## config.mk

```make
export PLATFORM = sky130hd
export DESIGN_NAME = systolic_tile_feeder
export DESIGN_NICKNAME = d
export VERILOG_FILES = /design/src/rtl/systolic_pkg.sv /design/src/rtl/skew_select.sv /design/src/rtl/systolic_tile_feeder.sv
export SDC_FILE = /design/constraint.sdc
export NUM_CORES = 1
export LEC_CHECK = 0
export BUFFER_PORTS_ARGS = -buffer_cell sky130_fd_sc_hd__buf_2
export CAP_MARGIN = 30
export CORE_ASPECT_RATIO = 1.1
export CORE_MARGIN = 2
export CORE_UTILIZATION = 25
export DETAILED_ROUTE_END_ITERATION = 8
export HOLD_SLACK_MARGIN = 0.05
export PLACE_DENSITY = 0.45
export SYNTH_ARGS = -nofsm -noshare
export SYNTH_HDL_FRONTEND = slang
export SYNTH_HIERARCHICAL = 1
export SYNTH_SLANG_ARGS = --single-unit
export TNS_END_PERCENT = 50
```

## constraint.sdc

```tcl
create_clock -name clk_i -period 2.4 [get_ports clk_i]
set_input_delay 0.12 -clock clk_i [delete_from_list [all_inputs] [get_ports clk_i]]
set_output_delay 0.12 -clock clk_i [all_outputs]
set_load 0.02 [all_outputs]
```

## src/rtl/systolic_pkg.sv

```systemverilog
// Shared types and helpers for the systolic tile feeder and its skew network.
package systolic_pkg;

   typedef enum logic [1:0] {
      ST_IDLE,
      ST_LOAD,
      ST_STREAM,
      ST_DONE
   } feeder_state_e;

   // A skewed n x n tile drains in 2n-1 beats.
   function automatic int beat_count(input int n);
      return 2 * n - 1;
   endfunction

   function automatic int lane_lsb(input int lane, input int w);
      return lane * w;
   endfunction

endpackage

```

## src/rtl/skew_select.sv

```systemverilog
// Combinational diagonal skew: lane r presents row r of the tile delayed r beats.
module skew_select
   import systolic_pkg::*;
#(
   parameter int width_p = 8,
   parameter int n_p     = 4,
   parameter int t_w_p   = $clog2(2 * n_p)
) (
   input  logic                                 en_i,
   input  logic [t_w_p-1:0]                     t_i,
   input  logic [n_p*n_p-1:0][width_p-1:0]      tile_i,
   output logic [n_p*width_p-1:0]               lane_data_o,
   output logic [n_p-1:0]                       lane_valid_o
);

   for (genvar r = 0; r < n_p; r++) begin : g_lane
      logic [width_p-1:0] d;
      logic               v;

      // Column t-r is present only when the beat has reached this lane and not run past it.
      always_comb begin
         d = '0;
         v = 1'b0;
         for (int c = 0; c < n_p; c++) begin
            if (en_i && t_i == t_w_p'(r + c)) begin
               v = 1'b1;
               d = tile_i[r*n_p+c];
            end
         end
      end

      assign lane_data_o[lane_lsb(r, width_p) +: width_p] = d;
      assign lane_valid_o[r] = v;
   end

endmodule

```

## src/rtl/systolic_tile_feeder.sv

```systemverilog
// Loads an n_p x n_p tile from an async-read RAM, then streams it skewed into a systolic array edge.
module systolic_tile_feeder
   import systolic_pkg::*;
#(
   parameter int width_p = 8,
   parameter int n_p     = 4,
   parameter int depth_p = 128
) (
   input  logic                          clk_i,
   input  logic                          reset_i,
   input  logic                          start_i,
   input  logic [$clog2(depth_p)-1:0]    base_addr_i,
   output logic [$clog2(depth_p)-1:0]    rd_addr_o,
   input  logic [width_p-1:0]            rd_data_i,
   output logic [n_p*width_p-1:0]        lane_data_o,
   output logic [n_p-1:0]                lane_valid_o,
   output logic                          beat_valid_o,
   input  logic                          ready_i,
   output logic                          busy_o,
   output logic                          done_o
);

   localparam int AW    = $clog2(depth_p);
   localparam int IW    = $clog2(n_p * n_p + 1);
   localparam int TW    = $clog2(2 * n_p);
   localparam int ELEMS = n_p * n_p;
   localparam int BEATS = beat_count(n_p);

   feeder_state_e                   state_q;
   logic [AW-1:0]                   base_q;
   logic [IW-1:0]                   idx_q;
   logic [TW-1:0]                   t_q;
   logic [ELEMS-1:0][width_p-1:0]   tile_q;
   logic                            busy_q;
   logic                            done_q;
   logic                            beat_vld_q;

   // Address adds in AW bits so a tile straddling the top of the RAM wraps to 0.
   assign rd_addr_o = (state_q == ST_LOAD) ? base_q + AW'(idx_q) : '0;

   always_ff @(posedge clk_i or negedge reset_i) begin
      if (!reset_i) begin
         state_q    <= ST_IDLE;
         base_q     <= '0;
         idx_q      <= '0;
         t_q        <= '0;
         tile_q     <= '0;
         busy_q     <= 1'b0;
         done_q     <= 1'b0;
         beat_vld_q <= 1'b0;
      end else begin
         case (state_q)
            ST_IDLE: begin
               if (start_i) begin
                  base_q  <= base_addr_i;
                  idx_q   <= '0;
                  busy_q  <= 1'b1;
                  state_q <= ST_LOAD;
               end
            end
            ST_LOAD: begin
               for (int e = 0; e < ELEMS; e++) begin
                  if (idx_q == IW'(e)) tile_q[e] <= rd_data_i;
               end
               idx_q <= idx_q + IW'(1);
               if (idx_q == IW'(ELEMS - 1)) begin
                  t_q        <= '0;
                  beat_vld_q <= 1'b1;
                  state_q    <= ST_STREAM;
               end
            end
            ST_STREAM: begin
               if (ready_i) begin
                  if (t_q == TW'(BEATS - 1)) begin
                     beat_vld_q <= 1'b0;
                     busy_q     <= 1'b0;
                     done_q     <= 1'b1;
                     state_q    <= ST_DONE;
                  end else begin
                     t_q <= t_q + TW'(1);
                  end
               end
            end
            ST_DONE: begin
               done_q  <= 1'b0;
               t_q     <= '0;
               state_q <= ST_IDLE;
            end
            default: state_q <= ST_IDLE;
         endcase
      end
   end

   assign busy_o       = busy_q;
   assign done_o       = done_q;
   assign beat_valid_o = beat_vld_q;

   skew_select #(
      .width_p (width_p),
      .n_p     (n_p),
      .t_w_p   (TW)
   ) u_skew (
      .en_i         (beat_vld_q),
      .t_i          (t_q),
      .tile_i       (tile_q),
      .lane_data_o  (lane_data_o),
      .lane_valid_o (lane_valid_o)
   );

endmodule

```

## Yosys cells after proc, flatten, opt, wreduce, memory -nomap -nowiden

Cells that the tools add are included.

- Bits in registers: 148
- Input bits: 19

- Add/sub/neg operators: 3
- Equality and inequality tests: 29
- Mux-type cells: 53
- Reductions and logical operators: 38

Operators by type and width:

| cell | number |
|---|---|
| $mux 8 | 16 |
| $eq 5x4->1 const B | 8 |
| $reduce_and 2->1 | 18 |
| $mux 1 | 22 |
| $eq 5x3->1 const B | 4 |
| $reduce_and 4->1 | 4 |
| $eq 5x2->1 const B | 2 |
| $pmux 5 s2 | 1 |
| $eq 3x3->1 const B | 3 |
| $mux 3 | 3 |
| $pmux 3 s3 | 1 |
| $mux 2 | 4 |
| $ne 2x2->1 const B | 4 |
| $pmux 2 s4 | 1 |
| $reduce_bool 2->1 | 4 |
| $add 7x5->7 | 1 |
| $logic_and 1x1->1 | 7 |
| $mux 7 | 1 |
| $eq 3x2->1 const B | 2 |
| $pmux 1 s2 | 3 |
| $add 5x1->5 const B | 1 |
| $eq 5x1->1 const B | 1 |
| $logic_not 5->1 | 1 |
| $mux 5 | 1 |
| 9 further kinds | 10 |

## Depth between registers and ports, before layout

- Word-level depth: 6
- Depth in mapped cells: 8
- Mapped depth without buffers: 7

## Modules after synthesis

The synthesis kept the hierarchy.

By module, submodules not included:

| module | times used | cells an instance | area an instance (sq um) |
|---|---|---|---|
| systolic_tile_feeder | 1 | 422 | 6167.2 |
| skew_select | 1 | 158 | 1169.9 |

## Worst setup path after synthesis

No wires, ideal clock.

- Path type: reg2out
- From: reg idx_q[0]
- To: out rd_addr_o[6]
- Arrival: 1917 ps
- Data required time: 2280 ps
- Slack: 363 ps
- Cell stages (with the launch flop): 8
- Cell sequence: dfrtp_1 > ha_1 > inv_1 > fa_1 > nor2b_1 > o21ai_0 > o21ai_0 > mux2i_1

- Cells in the longest elaborated chain, start to end: 2

RTL lines:

| element | RTL line | RTL |
|---|---|---|
| start, declared | systolic_tile_feeder.sv:31 | `logic [IW-1:0] idx_q;` |
| start signal, assigned | systolic_tile_feeder.sv:65 | `idx_q <= idx_q + IW'(1);` |
| $add 7x5->7 | systolic_tile_feeder.sv:39 | `assign rd_addr_o = (state_q == ST_LOAD) ? base_q + AW'(idx_q) : '0;` |
| $mux 7 | systolic_tile_feeder.sv:39 |  |
| end, declared | systolic_tile_feeder.sv:13 | `output logic [$clog2(depth_p)-1:0] rd_addr_o,` |

No other way between the ends.

## Worst setup path after layout

- From: reg t_q[2]
- To: out lane_data_o[23]

- Cells in the longest elaborated chain, start to end: 6
- Elaborated cells on any way between the ends: 12

RTL lines:

| element | RTL line | RTL |
|---|---|---|
| start, declared | systolic_tile_feeder.sv:32 | `logic [TW-1:0] t_q;` |
| start signal, assigned | systolic_tile_feeder.sv:80 | `t_q <= t_q + TW'(1);` |
| $eq 3x2->1 | skew_select.sv:25 | `if (en_i && t_i == t_w_p'(r + c)) begin` |
| $logic_and 1x1->1 | skew_select.sv:25 |  |
| $mux 8 (3 in a row) | skew_select.sv:25 |  |
| $mux 8 * | skew_select.sv:25 |  |
| end, declared | systolic_tile_feeder.sv:15 | `output logic [n_p*width_p-1:0] lane_data_o,` |

Every way passes the cells marked *; elsewhere a longest branch is shown, timed or not.

==> report_table.html <==
<table>
<tr><th>Metric</th><th>Value</th></tr>
<tr><th colspan="2">Routing</th></tr>
<tr><td>Post-DRT Antenna Nets</td><td>0</td></tr>
<tr><td>DRC marker count from the first detailed-route iteration</td><td>175</td></tr>
<tr><td>Routed wire per std cell</td><td>18.1 um</td></tr>
<tr><td>Total via count after detailed routing</td><td>4909</td></tr>
<tr><td>Wire length on met1</td><td>8670 um</td></tr>
<tr><td>Drt first pass iters</td><td>6</td></tr>
<tr><td>Detailed-route wire length</td><td>18700 um</td></tr>
<tr><td># DRC</td><td>2</td></tr>
<tr><td>Top Metal Used</td><td>met4</td></tr>
<tr><td>Met3 wirelength from detailed routing</td><td>620 um</td></tr>
<tr><td>Average via count per standard cell</td><td>4.76</td></tr>
<tr><td>Metal2 WL</td><td>9140 um</td></tr>
<tr><th colspan="2">GRT</th></tr>
<tr><td>Maximum number of pins on one net before global-route repair</td><td>74</td></tr>
<tr><td>Global-route usage over all layers</td><td>0.127</td></tr>
<tr><td>Wire length of the first global-routing pass</td><td>30200 um</td></tr>
<tr><td>Congestion Overflow GR</td><td>0</td></tr>
<tr><td>Vias in the first global route</td><td>5262</td></tr>
<tr><td>Antenna violations before repair</td><td>0</td></tr>
<tr><th colspan="2">STA</th></tr>
<tr><td>Unrepaired setup endpoints after global routing</td><td>yes</td></tr>
<tr><td>Hold slack</td><td>0.191 ns</td></tr>
<tr><td>Post-route setup slack</td><td>0.114 ns</td></tr>
<tr><td>Fmax</td><td>437 MHz</td></tr>
<tr><td>Pin slew with the least headroom to its limit</td><td>0.729 ns</td></tr>
<tr><td>Total setup violations reported at the end of the flow</td><td>0</td></tr>
<tr><td>Worst relative slew slack</td><td>0.514</td></tr>
<tr><td>Final Slew Violations</td><td>0</td></tr>
<tr><td>Aggregate negative setup slack</td><td>0 ns</td></tr>
<tr><td>Number of endpoints with negative hold slack in the final report</td><td>0</td></tr>
<tr><td>Portion of the clock cycle consumed by the worst path in the final layout</td><td>0.952</td></tr>
<tr><td>Clock period minus final worst setup slack</td><td>2.29 ns</td></tr>
<tr><td>Largest clock skew in the final design</td><td>0.00904 ns</td></tr>
<tr><th colspan="2">Logic synthesis</th></tr>
<tr><td>Synthesis Warnings</td><td>6</td></tr>
<tr><td>Leading cell types by total area after synthesis</td><td>dfrtp_1 50%, mux2_2 19%, ha_1 2.9%</td></tr>
<tr><td>Synth Cell Area</td><td>0.00734 sq mm</td></tr>
<tr><td>Synthesized net count</td><td>617</td></tr>
<tr><td>Proportion of register bits with asynchronous set or reset after synthesis</td><td>1.00</td></tr>
<tr><td>Average instance area after synthesis</td><td>12.7 sq um</td></tr>
<tr><td>Proportion of netlist area held by the largest area contributor</td><td>0.505</td></tr>
<tr><td>Share of the yosys chip area belonging to registers</td><td>0.505</td></tr>
<tr><td>Most used DFF post-synth</td><td>dfrtp_1</td></tr>
<tr><td>Most frequent cells after synthesis</td><td>148 x dfrtp_1, 127 x mux2_2, 21 x o21ai_1, 20 x a21oi_1, 19 x nand2_1</td></tr>
<tr><td>Post-synthesis cell count</td><td>580</td></tr>
<tr><td>Number of synthesized flops with an enable pin</td><td>0</td></tr>
<tr><td>Flip-flop and latch count after synthesis</td><td>148</td></tr>
<tr><td>Count of unique library cells instantiated by Yosys</td><td>54</td></tr>
<tr><td>Most repeated cell in the gate-level netlist after synthesis</td><td>dfrtp_1</td></tr>
<tr><td>Cell type with the largest total area after synthesis</td><td>dfrtp_1</td></tr>
<tr><th colspan="2">Floorplanning</th></tr>
<tr><td>Starting density of the core</td><td>0.255</td></tr>
<tr><td>Overall die width</td><td>167 um</td></tr>
<tr><td>Placeable core region</td><td>0.0288 sq mm</td></tr>
<tr><td>Chip height</td><td>184 um</td></tr>
<tr><td>Die area</td><td>0.0307 sq mm</td></tr>
<tr><td>FP Rows</td><td>65</td></tr>
<tr><td>Ports placed on the boundary</td><td>65</td></tr>
<tr><th colspan="2">Placement</th></tr>
<tr><td>Cell count after placement</td><td>992</td></tr>
<tr><td>RD Place Congestion</td><td>0.785</td></tr>
<tr><td>Setup slack at placement</td><td>0.209 ns</td></tr>
<tr><td>DP HPWL</td><td>13100 um</td></tr>
<tr><td>Placement-stage cell area</td><td>0.00805 sq mm</td></tr>
<tr><td>Number of I/O port buffers</td><td>64</td></tr>
<tr><th colspan="2">Critical path</th></tr>
<tr><td>Worst-path cell with the longest stage delay</td><td>dfrtp_1</td></tr>
<tr><td>Cells along the critical path</td><td>buf_4 -&gt; nand3b_1 -&gt; a2bb2oi_1 -&gt; a21oi_1 -&gt; buf_2</td></tr>
<tr><td>Critical path depth in cells</td><td>5</td></tr>
<tr><td>Max Fanout on Critical Path</td><td>14</td></tr>
<tr><td>Reg2reg end</td><td>t_q[1]</td></tr>
<tr><td>Largest stage delay on the critical path</td><td>0.55 ns</td></tr>
<tr><td>Dominant delay contributor by cell family on the critical path</td><td>flip-flops</td></tr>
<tr><td>Capture point of the critical path</td><td>lane_data_o[23]</td></tr>
<tr><td>Launch instance of the worst register-to-register path</td><td>idx_q[0]</td></tr>
<tr><td>Type of element launching the critical path</td><td>flop</td></tr>
<tr><td>Worst reg2reg path depth</td><td>8</td></tr>
<tr><td>WS Path Type</td><td>reg2out</td></tr>
<tr><td>Category of the worst setup path capture point</td><td>output port</td></tr>
<tr><td>Arrival time reported for the critical path endpoint</td><td>2.17 ns</td></tr>
<tr><td>Worst Path Required</td><td>2.28 ns</td></tr>
<tr><td>Critical path buffer and inverter count</td><td>2</td></tr>
<tr><td>Crit. Startpoint</td><td>t_q[2]</td></tr>
<tr><td>Flop2flop setup slack</td><td>0.15 ns</td></tr>
<tr><th colspan="2">Outcome</th></tr>
<tr><td>Result of the run</td><td>complete, but fails checks</td></tr>
<tr><td>Failing checks</td><td>DRC</td></tr>
<tr><th colspan="2">Cells and area</th></tr>
<tr><td>Inserted Diodes</td><td>0</td></tr>
<tr><td>Layout fillers</td><td>2954</td></tr>
<tr><td>Post-route cell area</td><td>0.00890 sq mm</td></tr>
<tr><td>Count of non-filler cells in the finished layout</td><td>1032</td></tr>
<tr><td>Fin nets</td><td>690</td></tr>
<tr><td>Layout overhead on the synthesized area</td><td>21.2%</td></tr>
<tr><td>Layout Utilization</td><td>0.309</td></tr>
<tr><td>Share of layout cells above drive strength 1</td><td>0.419</td></tr>
<tr><th colspan="2">CTS</th></tr>
<tr><td>Max Buffers Root-to-Sink</td><td>2</td></tr>
<tr><td>Clock sink total</td><td>148</td></tr>
<tr><td>Clock latency at the later pin of the worst-skew pair</td><td>0.42 ns</td></tr>
<tr><td>Buffer cell driving the clock tree root</td><td>clkbuf_16</td></tr>
<tr><td>Num CTS Buffers</td><td>17</td></tr>
<tr><td>CTS tree</td><td>yes</td></tr>
<tr><td>Clock-pin transition on the worst setup and hold timing paths</td><td>0.06 ns</td></tr>
<tr><td>Number of levels the H-tree was split into</td><td>4</td></tr>
<tr><th colspan="2">Power and ir drop</th></tr>
<tr><td>Static leakage power</td><td>3.74 nW</td></tr>
<tr><td>Power density over the cells</td><td>1210 mW/mm^2</td></tr>
<tr><td>Total chip power</td><td>10.7 mW</td></tr>
<tr><td>Worst vdd ir</td><td>0.000475 V</td></tr>
<tr><th colspan="2">Job</th></tr>
<tr><td>Number of max-capacitance violations reported</td><td>0</td></tr>
<tr><th colspan="2">Min path</th></tr>
<tr><td>Class of the worst hold path</td><td>in2reg</td></tr>
</table>
## routing by layer
layer	vias up	GRT usage
li1	2270	-
met1	2526	0.163
met2	89	0.215
met3	24	0.0276
met4	0	0.0424
met5	-	0
## report_power, final
part	leakage (nW)	switching [mW]	internal (mW)	total [mW]
Sequential	1.73	0.590	3.39	3.98
Clock	0.331	1.01	2.13	3.13
Combinational	1.68	1.85	1.76	3.61
## cell usage in the layout, fill, tap and decap left out, types with 16 or more instances in the layout
master and count:
a21oi_1 20, a22oi_1 18, buf_2 63, clkbuf_16 17
dfrtp_1 140, inv_1 17, mux2_2 127, nand2_1 19
nor2_1 16, o21ai_1 22
## worst reg2reg max path, stage by stage (launching register included)
cell and delay [ns]:
dfrtp_2 0.43, buf_4 0.16, ha_1 0.34, and3_1 0.25, ha_1 0.21, nor2b_1 0.32
nor4_2 0.11, a22o_1 0.19, o2bb2ai_1 0.12
## cells by family (layout without fill, tap and decap cells)
group           after synthesis  after routing  share of synthesized area
simple gates                105            105                     0.0914
compound gates              105            105                     0.0909
buf+inv                      50            134                     0.0343
mux                         154            154                      0.247
fa+ha+maj                    18             18                     0.0317
flops                       148            148                      0.505
## state kept, by name, indices dropped and copies added, names as in the netlist
| name | count |
|---|---|
| busy_o | 1 |
| base_q | 7 |
| done_o | 1 |
| beat_valid_o | 1 |
| t_q | 3 |
| idx_q | 5 |
| tile_q | 128 |
| state_q | 2 |
## timing repair
item / CTS / global route
resized for setup: 9 / 9
hold buffers: 9 / 0
setup buffers: 1 / 0
endpoints found under the setup margin: 11 / 4
cloned: 0 / 0
hold endpoints to repair: 79 / 0
pin swaps: 1 / 2
## cell type report
class                   count  area, sq um  area share
repair buffers             85          532      0.0598
multi-input cells         382         3420       0.385
flip-flops and latches    148         3720       0.418
well taps                 368          460      0.0518
clock inverters             9          225      0.0253
inverters                  19         71.3     0.00802
clock buffers              21          470      0.0529
## worst min path at each step
stage,from,endpoint,cells past startpoint
detailed placement,reset_i,tile_q[127],1
finish,ready_i,busy_o,4
CTS,ready_i,beat_valid_o,4
global placement,reset_i,tile_q[106],1
floorplan,reset_i,base_q[0],0
global route,ready_i,beat_valid_o,4
(Power assumes the default switching activity.)
